--- config.mk ---
export PLATFORM = sky130hd
export DESIGN_NAME = arith_sched
export DESIGN_NICKNAME = d
export VERILOG_FILES = /design/src/rtl/arith_sched_pkg.sv /design/src/rtl/arith_sched_core.sv /design/src/rtl/arith_sched.sv
export SDC_FILE = /design/constraint.sdc
export NUM_CORES = 1
export LEC_CHECK = 0
export BUFFER_PORTS_ARGS = -buffer_cell sky130_fd_sc_hd__buf_4
export CORE_MARGIN = 1
export CORE_UTILIZATION = 35
export CTS_CLUSTER_SIZE = 12
export DETAILED_ROUTE_END_ITERATION = 8
export GPL_TIMING_DRIVEN = 0
export HOLD_SLACK_MARGIN = 0.05
export MAX_ROUTING_LAYER = met4
export PLACE_DENSITY_LB_ADDON = 0.05
export SLEW_MARGIN = 20
export SYNTH_ARGS = -nofsm -noshare
export SYNTH_HDL_FRONTEND = slang
export SYNTH_SLANG_ARGS = --single-unit
export TNS_END_PERCENT = 10
--- constraint.sdc ---
create_clock -name clk -period 8.35 [get_ports clk]
set_input_delay 1.67 -clock clk [delete_from_list [all_inputs] [get_ports clk]]
set_output_delay 1.67 -clock clk [all_outputs]
set_load 0.01 [all_outputs]
--- src/rtl/arith_sched_pkg.sv ---
// Shared widths, mode codes, operand field layout and buffer state encoding
// for the arith_sched arbiter and its kernel datapath.
package arith_sched_pkg;

   localparam int NUM_REQ  = 2;
   localparam int OPND_W   = 4;
   localparam int OPND_BUS = 20;
   localparam int RES_W    = 8;
   localparam int MODE_W   = 2;
   localparam int NUM_MODE = 4;
   localparam int CNT_W    = 16;

   localparam int OFS_A = 0;
   localparam int OFS_B = 4;
   localparam int OFS_C = 8;
   localparam int OFS_D = 12;
   localparam int OFS_E = 16;

   localparam logic [MODE_W-1:0] MODE_M1 = 2'b00;
   localparam logic [MODE_W-1:0] MODE_M4 = 2'b01;
   localparam logic [MODE_W-1:0] MODE_M2 = 2'b10;
   localparam logic [MODE_W-1:0] MODE_M3 = 2'b11;

   localparam logic [OPND_W-1:0] M3_XOR_K = 4'hA;

   typedef enum logic {
      BUF_EMPTY = 1'b0,
      BUF_FULL  = 1'b1
   } buf_state_e;

   typedef struct packed {
      logic [OPND_BUS-1:0] opnd;
      logic [MODE_W-1:0]   mode;
   } req_t;

   function automatic logic [OPND_W-1:0] opnd_fld(input logic [OPND_BUS-1:0] o, input int ofs);
      return o[ofs +: OPND_W];
   endfunction

endpackage

--- src/rtl/arith_sched_core.sv ---
// Combinational kernel datapath: four 8-bit modulo-256 kernels on
// zero-extended 4-bit operands, selected by mode.
module arith_sched_core
   import arith_sched_pkg::*;
(
   input  logic [OPND_W-1:0] a,
   input  logic [OPND_W-1:0] b,
   input  logic [OPND_W-1:0] c,
   input  logic [OPND_W-1:0] d,
   input  logic [OPND_W-1:0] e,
   input  logic [MODE_W-1:0] mode,
   output logic [RES_W-1:0]  res
);

   logic [RES_W-1:0] za, zb, zc, zd, ze, zk;
   logic [RES_W-1:0] m1, m2, m3, m4;

   assign za = {4'h0, a};
   assign zb = {4'h0, b};
   assign zc = {4'h0, c};
   assign zd = {4'h0, d};
   assign ze = {4'h0, e};
   assign zk = {4'h0, M3_XOR_K};

   // all products are kept to 8 bits, giving the modulo-256 wrap
   assign m1 = (za + zb) * (zc + zd);
   assign m2 = (za * zc) + (zb * zd);
   assign m3 = ((za ^ zb) + zd) * (ze ^ zk);
   assign m4 = (m1 + m2) ^ (m3 >> 1);

   always_comb begin
      res = m1;
      case (mode)
         MODE_M1: res = m1;
         MODE_M4: res = m4;
         MODE_M2: res = m2;
         MODE_M3: res = m3;
         default: res = m1;
      endcase
   end

endmodule

--- src/rtl/arith_sched.sv ---
// Round-robin arbiter feeding a shared kernel datapath into a one-entry
// response buffer. ARITH_SCHED_STATS_EN adds per-mode completion counters.
module arith_sched
   import arith_sched_pkg::*;
(
   input  logic                      clk,
   input  logic                      rst_n,
   input  logic [NUM_REQ-1:0]        req_valid,
   output logic [NUM_REQ-1:0]        req_ready,
   input  logic [OPND_BUS-1:0]       req0_opnd,
   input  logic [OPND_BUS-1:0]       req1_opnd,
   input  logic [MODE_W-1:0]         req0_mode,
   input  logic [MODE_W-1:0]         req1_mode,
   output logic                      rsp_valid,
   input  logic                      rsp_ready,
   output logic [RES_W-1:0]          rsp_data,
   output logic                      rsp_id,
   output logic [NUM_MODE*CNT_W-1:0] stat_cnt
);

   buf_state_e          state, state_nxt;
   logic                ptr;
   logic [NUM_REQ-1:0]  gnt;
   logic                can_accept, accept, win;
   req_t [NUM_REQ-1:0]  req;
   req_t                sel;
   logic [RES_W-1:0]    res;

   assign req[0] = '{opnd: req0_opnd, mode: req0_mode};
   assign req[1] = '{opnd: req1_opnd, mode: req1_mode};

   // with both valid the pointer decides; a lone requester always wins
   assign gnt[0] = req_valid[0] & (~req_valid[1] | ~ptr);
   assign gnt[1] = req_valid[1] & (~req_valid[0] |  ptr);

   assign can_accept = rst_n & ((state == BUF_EMPTY) | rsp_ready);
   assign req_ready  = gnt & {NUM_REQ{can_accept}};
   assign accept     = |req_ready;
   assign win        = gnt[1];
   assign sel        = req[win];

   arith_sched_core u_core (
      .a    (opnd_fld(sel.opnd, OFS_A)),
      .b    (opnd_fld(sel.opnd, OFS_B)),
      .c    (opnd_fld(sel.opnd, OFS_C)),
      .d    (opnd_fld(sel.opnd, OFS_D)),
      .e    (opnd_fld(sel.opnd, OFS_E)),
      .mode (sel.mode),
      .res  (res)
   );

   always_ff @(posedge clk or negedge rst_n) begin
      if (!rst_n) state <= BUF_EMPTY;
      else        state <= state_nxt;
   end

   always_comb begin
      state_nxt = state;
      if (accept)                              state_nxt = BUF_FULL;
      else if (state == BUF_FULL && rsp_ready) state_nxt = BUF_EMPTY;
   end

   assign rsp_valid = (state == BUF_FULL);

   always_ff @(posedge clk or negedge rst_n) begin
      if (!rst_n) begin
         rsp_data <= '0;
         rsp_id   <= 1'b0;
         ptr      <= 1'b0;
      end else if (accept) begin
         rsp_data <= res;
         rsp_id   <= win;
         ptr      <= ~win;
      end
   end

`ifdef ARITH_SCHED_STATS_EN
   logic [MODE_W-1:0]                buf_mode;
   logic [NUM_MODE-1:0][CNT_W-1:0]   cnt;
   logic                             done;

   assign done = rsp_valid & rsp_ready;

   always_ff @(posedge clk or negedge rst_n) begin
      if (!rst_n)      buf_mode <= '0;
      else if (accept) buf_mode <= sel.mode;
   end

   for (genvar k = 0; k < NUM_MODE; k++) begin : g_cnt
      always_ff @(posedge clk or negedge rst_n) begin
         if (!rst_n)
            cnt[k] <= '0;
         else if (done && buf_mode == MODE_W'(k) && cnt[k] != {CNT_W{1'b1}})
            cnt[k] <= cnt[k] + 1'b1;
      end
   end

   assign stat_cnt = cnt;
`else
   assign stat_cnt = '0;
`endif

endmodule

==> flow_summary.json, run 1 <==
{
  "synthArstFlopShare": 1.00,
  "drv_slew": 0,
  "cpMostUsedCell": "inv_1",
  "cts_tree": "yes",
  "fin_cells": 782,
  "num_rows": 39,
  "pwr-share-clk": 0.032,
  "critPathKind": "input pin to flop",
  "syn2layout_area_growth_pct": 23.9,
  "leakage_nw": 3.01,
  "layout_common_cells": "126 x buf_4, 73 x inv_1, 64 x conb_1",
  "drcViolationCount": 0,
  "status": "completed",
  "worstPathMaxFanout": 10,
  "grt.busiest_layer": "met2",
  "io-pin-count": 125,
  "required_ns": 8.51,
  "hold_violations": 0,
  "synthesis.area_sq_um": 4270,
  "routedWlPerCell_microns": 12.6,
  "wl_microns": 9840,
  "gr-usage-met1": 0.219,
  "cts.sinks": 11,
  "dp.cells": 776,
  "cp_slowest_cell": "fa_1",
  "via_per_inst": 4.51,
  "period_minus_slack_ns": 7.93,
  "p_per_area_nw_per_um2": 504,
  "setup_viol": 0,
  "crit_arrival_ns": 8.09,
  "synth_area_leaders": "ha_1 18%, fa_1 17%, buf_4 11%",
  "first_global_vias": 3574,
  "layout_commonest_cell": "buf_4",
  "clk_pin_slew_ns": 0.04,
  "final_util": 0.454,
  "slew_headroom": 0.515,
  "synth_cells": 510,
  "routabilityCongestion": 0.829,
  "critPathCaptureType": "flop",
  "ys_seq_area_frac": 0.0645,
  "core_sq_um": 11700,
  "drive_gt1_frac": 0.233,
  "total_power_w": 0.00267,
  "p_int_w": 0.00139,
  "drt-pass1-iter-count": 4,
  "ir_worst_vdd_mv": 0.313,
  "max_stage_delay_ns": 0.55,
  "synth_enable_flop_cells": 0,
  "ys_ff_latch": 11,
  "hp-class": "flop to flop",
  "clockRootBuffer": "clkbuf_16",
  "switching_share": 0.480,
  "antenna_found_initial": 0,
  "pwr-share-seq": 0.034,
  "grtUsageTotal": 0.164,
  "port-buffer-count": 60,
  "finish.net_count": 787,
  "start_util": 0.366,
  "use_met3": 0.00972,
  "hold_slack_ns": 0.493,
  "yosys_warnings": 0,
  "grt_use_met2": 0.287,
  "clk_latency_ns": 0.24,
  "dp_hpwl_microns": 8780,
  "ant_nets": 0,
  "design.die.area_sq_um": 12600,
  "maxCapViolCount": 0,
  "grt_pass1_wl_microns": 16400,
  "yosys.area.top_type": "ha_1",
  "avgSynthCellArea_sq_um": 8.37,
  "drtIter0Drc": 117,
  "antenna_cells": 0,
  "cts_buffers": 3,
  "cts_max_path_buffers": 2,
  "cp-start-kind": "input pin",
  "grt_max_degree": 14,
  "finalCritPeriodShare": 0.950,
  "vias": 3530,
  "ys_types": 48,
  "yosysTopAreaCellShare": 0.182,
  "fmax_mhz": 126,
  "ys.flop_type": "dfrtp_1",
  "fin_skew_ns": 0.00101,
  "fp.dieW_microns": 112,
  "worst_pin_slew_ns": 0.707,
  "htree_levels": 1,
  "switchingPower_w": 0.00128,
  "die_h_microns": 112,
  "p_comb_frac": 0.933,
  "grt_overflow": 0
}
-- path summary, 6_finish.rpt --
path / end / cells after the start / start / slack, ns
min reg2reg: rsp_data[0]$_DFFE_PN0P_ / 1 / rsp_data[0]$_DFFE_PN0P_ / 0.49
min: rsp_data[0]$_DFFE_PN0P_ / 1 / rsp_data[0]$_DFFE_PN0P_ / 0.49
max in group asynchronous: rsp_data[7]$_DFFE_PN0P_ / 1 / rst_n / 6.93
max reg2reg: rsp_data[6]$_DFFE_PN0P_ / 24 / ptr$_DFFE_PN0P_ / 1.54
min in group asynchronous: rsp_data[3]$_DFFE_PN0P_ / 1 / rst_n / 1.27
max: rsp_data[6]$_DFFE_PN0P_ / 26 / req_valid[0] / 0.42
-- kinds of logic (layout without fill, tap and decap cells) --
group                      after synthesis  after routing  synth area share
and+or+nand+nor                        120            120             0.132
muxes                                   30             30            0.0779
adders and majority gates               98             98             0.350
xor gates and xnor gates                31             31            0.0768
DFF                                     11             11            0.0645
buffers and inverters                  144            210             0.184
other                                    1             64          0.000878
AOI/OAI and AO/OA                       75             75             0.114
-- cell type report --
class	instances	area, sq um
plain buffers	70	519
clock buffers	4	78.8
fillers	1176	6370
inverters	74	278
multi-input cells	418	3490
flip-flops and latches	11	275
well taps	143	179
repair buffers	62	465
-- through the flow --
step / cell area, sq um / setup TNS [ns] / setup WS (ns)
floorplan: 4510 / 0 / 0.693
global placement: 5140 / -0.513 / -0.372
detailed placement: 5140 / -0.684 / -0.438
CTS: 5240 / 0 / 0.0508
global route: 5290 / -0.00401 / -0.00401
finish: 5290 / 0 / 0.421
-- Yosys cell counts (9+ instances only) --
| cell type | n |
|---|---|
| a21oi_1 | 22 |
| ha_1 | 62 |
| nand2b_1 | 9 |
| dfrtp_1 | 11 |
| a21o_1 | 12 |
| nand2_1 | 30 |
| fa_1 | 36 |
| inv_1 | 74 |
| and2_1 | 15 |
| buf_4 | 64 |
| o21ai_0 | 11 |
| xnor2_1 | 17 |
| mux2i_1 | 22 |
| nor2_1 | 44 |
| xor2_1 | 10 |
-- flip-flops by register name (all words and copies together), names as in the netlist --
register   cells
rsp_id         1
rsp_data       8
rsp_valid      1
ptr            1
-- layer usage --
metal	share of wire	routed length [microns]
met2	0.48	4720
met1	0.48	4760
met4	0.0029	29
met3	0.033	324
met5	0	0
-- what timing repair did --
item,in CTS,in global routing
setup endpoints to repair,1,2
gates cloned,0,0
endpoints found under the hold margin,0,0
hold buffers,0,0
gates resized for setup,5,9
pin swaps,0,1
buffers inserted,0,2
-- power groups by stage --
stage                     Combinational [W]  Sequential [W]   Clock, W
after floorplan                     0.00194       0.0000991          0
after global placement              0.00245       0.0000915          0
after detailed placement            0.00249       0.0000921          0
after CTS                           0.00251       0.0000919  0.0000888
after global routing                0.00283       0.0000936  0.0000917
final                               0.00249       0.0000917  0.0000863
-- critical path: cells and delay by family --
kind,cells,cell delay [ns]
muxes,1,0.34
buffers and inverters,7,0.71
and+or+nand+nor,2,0.80
xor gates and xnor gates,1,0.20
adders and majority gates,7,2.96
AOI/OAI and AO/OA,8,1.40
Power figures use the tool's default switching activity.
==> run 2: changes to the inputs <==
--- a/config.mk
+++ b/config.mk
@@ -6,6 +6,7 @@
 export NUM_CORES = 1
 export LEC_CHECK = 0
 export BUFFER_PORTS_ARGS = -buffer_cell sky130_fd_sc_hd__buf_4
+export CORE_ASPECT_RATIO = 0.9
 export CORE_MARGIN = 1
 export CORE_UTILIZATION = 35
 export CTS_CLUSTER_SIZE = 12
==> flow_summary.json, run 2 (synthesis gave the netlist of run 1 again) <==
{
  "status": "completed",
  "fin_cells": 795,
  "drcViolationCount": 0,
  "fp.dieW_microns": 118,
  "cp-start-kind": "input pin",
  "largest_reg_flops": 8,
  "required_ns": 8.51,
  "hold_violations": 0,
  "cp_slowest_cell": "mux2i_1",
  "hp-class": "flop to flop",
  "hold_slack_ns": 0.480,
  "design.die.area_sq_um": 12600,
  "layout_common_cells": "126 x buf_4, 74 x inv_1, 64 x conb_1",
  "clk_pin_slew_ns": 0.04,
  "crit_arrival_ns": 8.07,
  "cts.sinks": 11,
  "timing.critical_path.buf_inv": 5,
  "drt-pass1-iter-count": 4,
  "routabilityCongestion": 0.824,
  "cp_top_family": "adder cells",
  "htree_levels": 1,
  "regMostFlops": "rsp_data",
  "critPathCaptureType": "flop",
  "rsz0062_at_grt": "false",
  "cts_buffers": 3,
  "dp.cells": 789,
  "finalCritPeriodShare": 0.947,
  "via_per_inst": 4.34,
  "worst_pin_slew_ns": 0.759,
  "num_rows": 37,
  "layout_commonest_cell": "buf_4",
  "first_global_vias": 3364,
  "slew_headroom": 0.479,
  "fin_area_sq_um": 5310,
  "cts_hold_buf": 0,
  "drtIter0Drc": 76,
  "placed_cell_area_sq_um": 5150,
  "cts_max_path_buffers": 2,
  "drive_gt1_frac": 0.232,
  "core_sq_um": 11700,
  "setup_viol": 0,
  "clk_latency_ns": 0.24,
  "fin_skew_ns": 0.00378,
  "multi_input_area_sq_um": 3490,
  "routedWlPerCell_microns": 12.2,
  "maxCapViolCount": 0,
  "die_h_microns": 107,
  "vias": 3454,
  "crit_chain": "buf_4, inv_1, o21ai_4, buf_6, mux2i_1, fa_1, or3_1, fa_1, fa_1, fa_1, inv_1, ha_1, a21o_1, a21oi_1, xnor2_1, ha_1, inv_1, o31ai_1, a21oi_1, o311ai_1, or3_1, a211o_1, a21oi_1",
  "wl_microns": 9720,
  "ant_nets": 0,
  "grt_overflow": 0,
  "finish.net_count": 787,
  "grtUsageTotal": 0.159,
  "fmax_mhz": 126,
  "port-buffer-count": 60,
  "syn2layout_area_growth_pct": 24.3,
  "fillers": 1181,
  "cpMostUsedCell": "fa_1",
  "grt_max_degree": 14,
  "antenna_found_initial": 0,
  "drv_slew": 0,
  "worstPathMaxFanout": 10,
  "dp_hpwl_microns": 8760,
  "grt_pass1_wl_microns": 15800,
  "io-pin-count": 125,
  "seq_area_sq_um": 275,
  "critPathKind": "input pin to flop",
  "cts_tree": "yes",
  "start_util": 0.366,
  "max_stage_delay_ns": 0.67,
  "antenna_cells": 0,
  "clockRootBuffer": "clkbuf_16",
  "period_minus_slack_ns": 7.91
}
## run 2: cell counts in the layout (fill, tap and decap cells not counted)
Identical to the previous run, type by type.
## run 2: worst reg2reg max path, stage by stage, from the launching register on
cell and delay (ns):
dfrtp_1 0.43, o21ai_4 0.25, buf_6 0.21, mux2i_1 0.67, fa_1 0.61, or3_1 0.45
fa_1 0.50, fa_1 0.52, fa_1 0.55, inv_1 0.04, ha_1 0.34, a21o_1 0.20
a21oi_1 0.17, xnor2_1 0.22, ha_1 0.34, inv_1 0.11, o31ai_1 0.09, a21oi_1 0.12
o311ai_1 0.16, or3_1 0.33, a211o_1 0.26, a21oi_1 0.15
## run 2: path summary, 6_finish.rpt
path	slack, ns	cells past startpoint	startpoint	end
min in group asynchronous	1.27	1	rst_n	rsp_data[1]$_DFFE_PN0P_
max in group asynchronous	6.92	1	rst_n	rsp_data[3]$_DFFE_PN0P_
worst max register to register	1.57	21	ptr$_DFFE_PN0P_	rsp_data[6]$_DFFE_PN0P_
worst min-delay path	0.48	1	rsp_data[1]$_DFFE_PN0P_	rsp_data[1]$_DFFE_PN0P_
worst min register to register	0.48	1	rsp_data[1]$_DFFE_PN0P_	rsp_data[1]$_DFFE_PN0P_
worst max-delay path	0.44	23	req_valid[0]	rsp_data[6]$_DFFE_PN0P_
## run 2: timing repair
item | in CTS | in global routing
pin swaps | 0 | 1
endpoints found under the hold margin | 0 | 0
buffers inserted | 0 | 2
endpoints found under the setup margin | 1 | 2
resized for setup | 6 | 8
## run 2: area by class of cell
cell class | count | area share
Buffer | 70 | 0.0979
Clock buffer | 4 | 0.0149
Inverter | 74 | 0.0523
Multi-Input combinational cell | 418 | 0.659
Sequential cell | 11 | 0.0519
Tap cell | 156 | 0.0368
Timing Repair Buffer | 62 | 0.0877
## run 2: per-stage QoR
step	utilization	TNS [ns]	worst slack [ns]
floorplan	-	0	0.693
global placement	0.442	-0.402	-0.350
detailed placement	0.442	-0.455	-0.386
CTS	0.450	0	0.0356
global route	0.455	0	0.0390
finish	0.455	0	0.439
## run 2: metal layers
layer	up-vias	GRT usage	share of wire
li1	1812	-	-
met1	1554	0.225	0.51
met5	-	-	0
met2	86	0.263	0.45
met4	0	0.00814	0.0019
met3	2	0.0106	0.038
Power of run 2 is not shown: default switching activity piles up to over one toggle a cycle in this logic, so the estimate is an artifact.
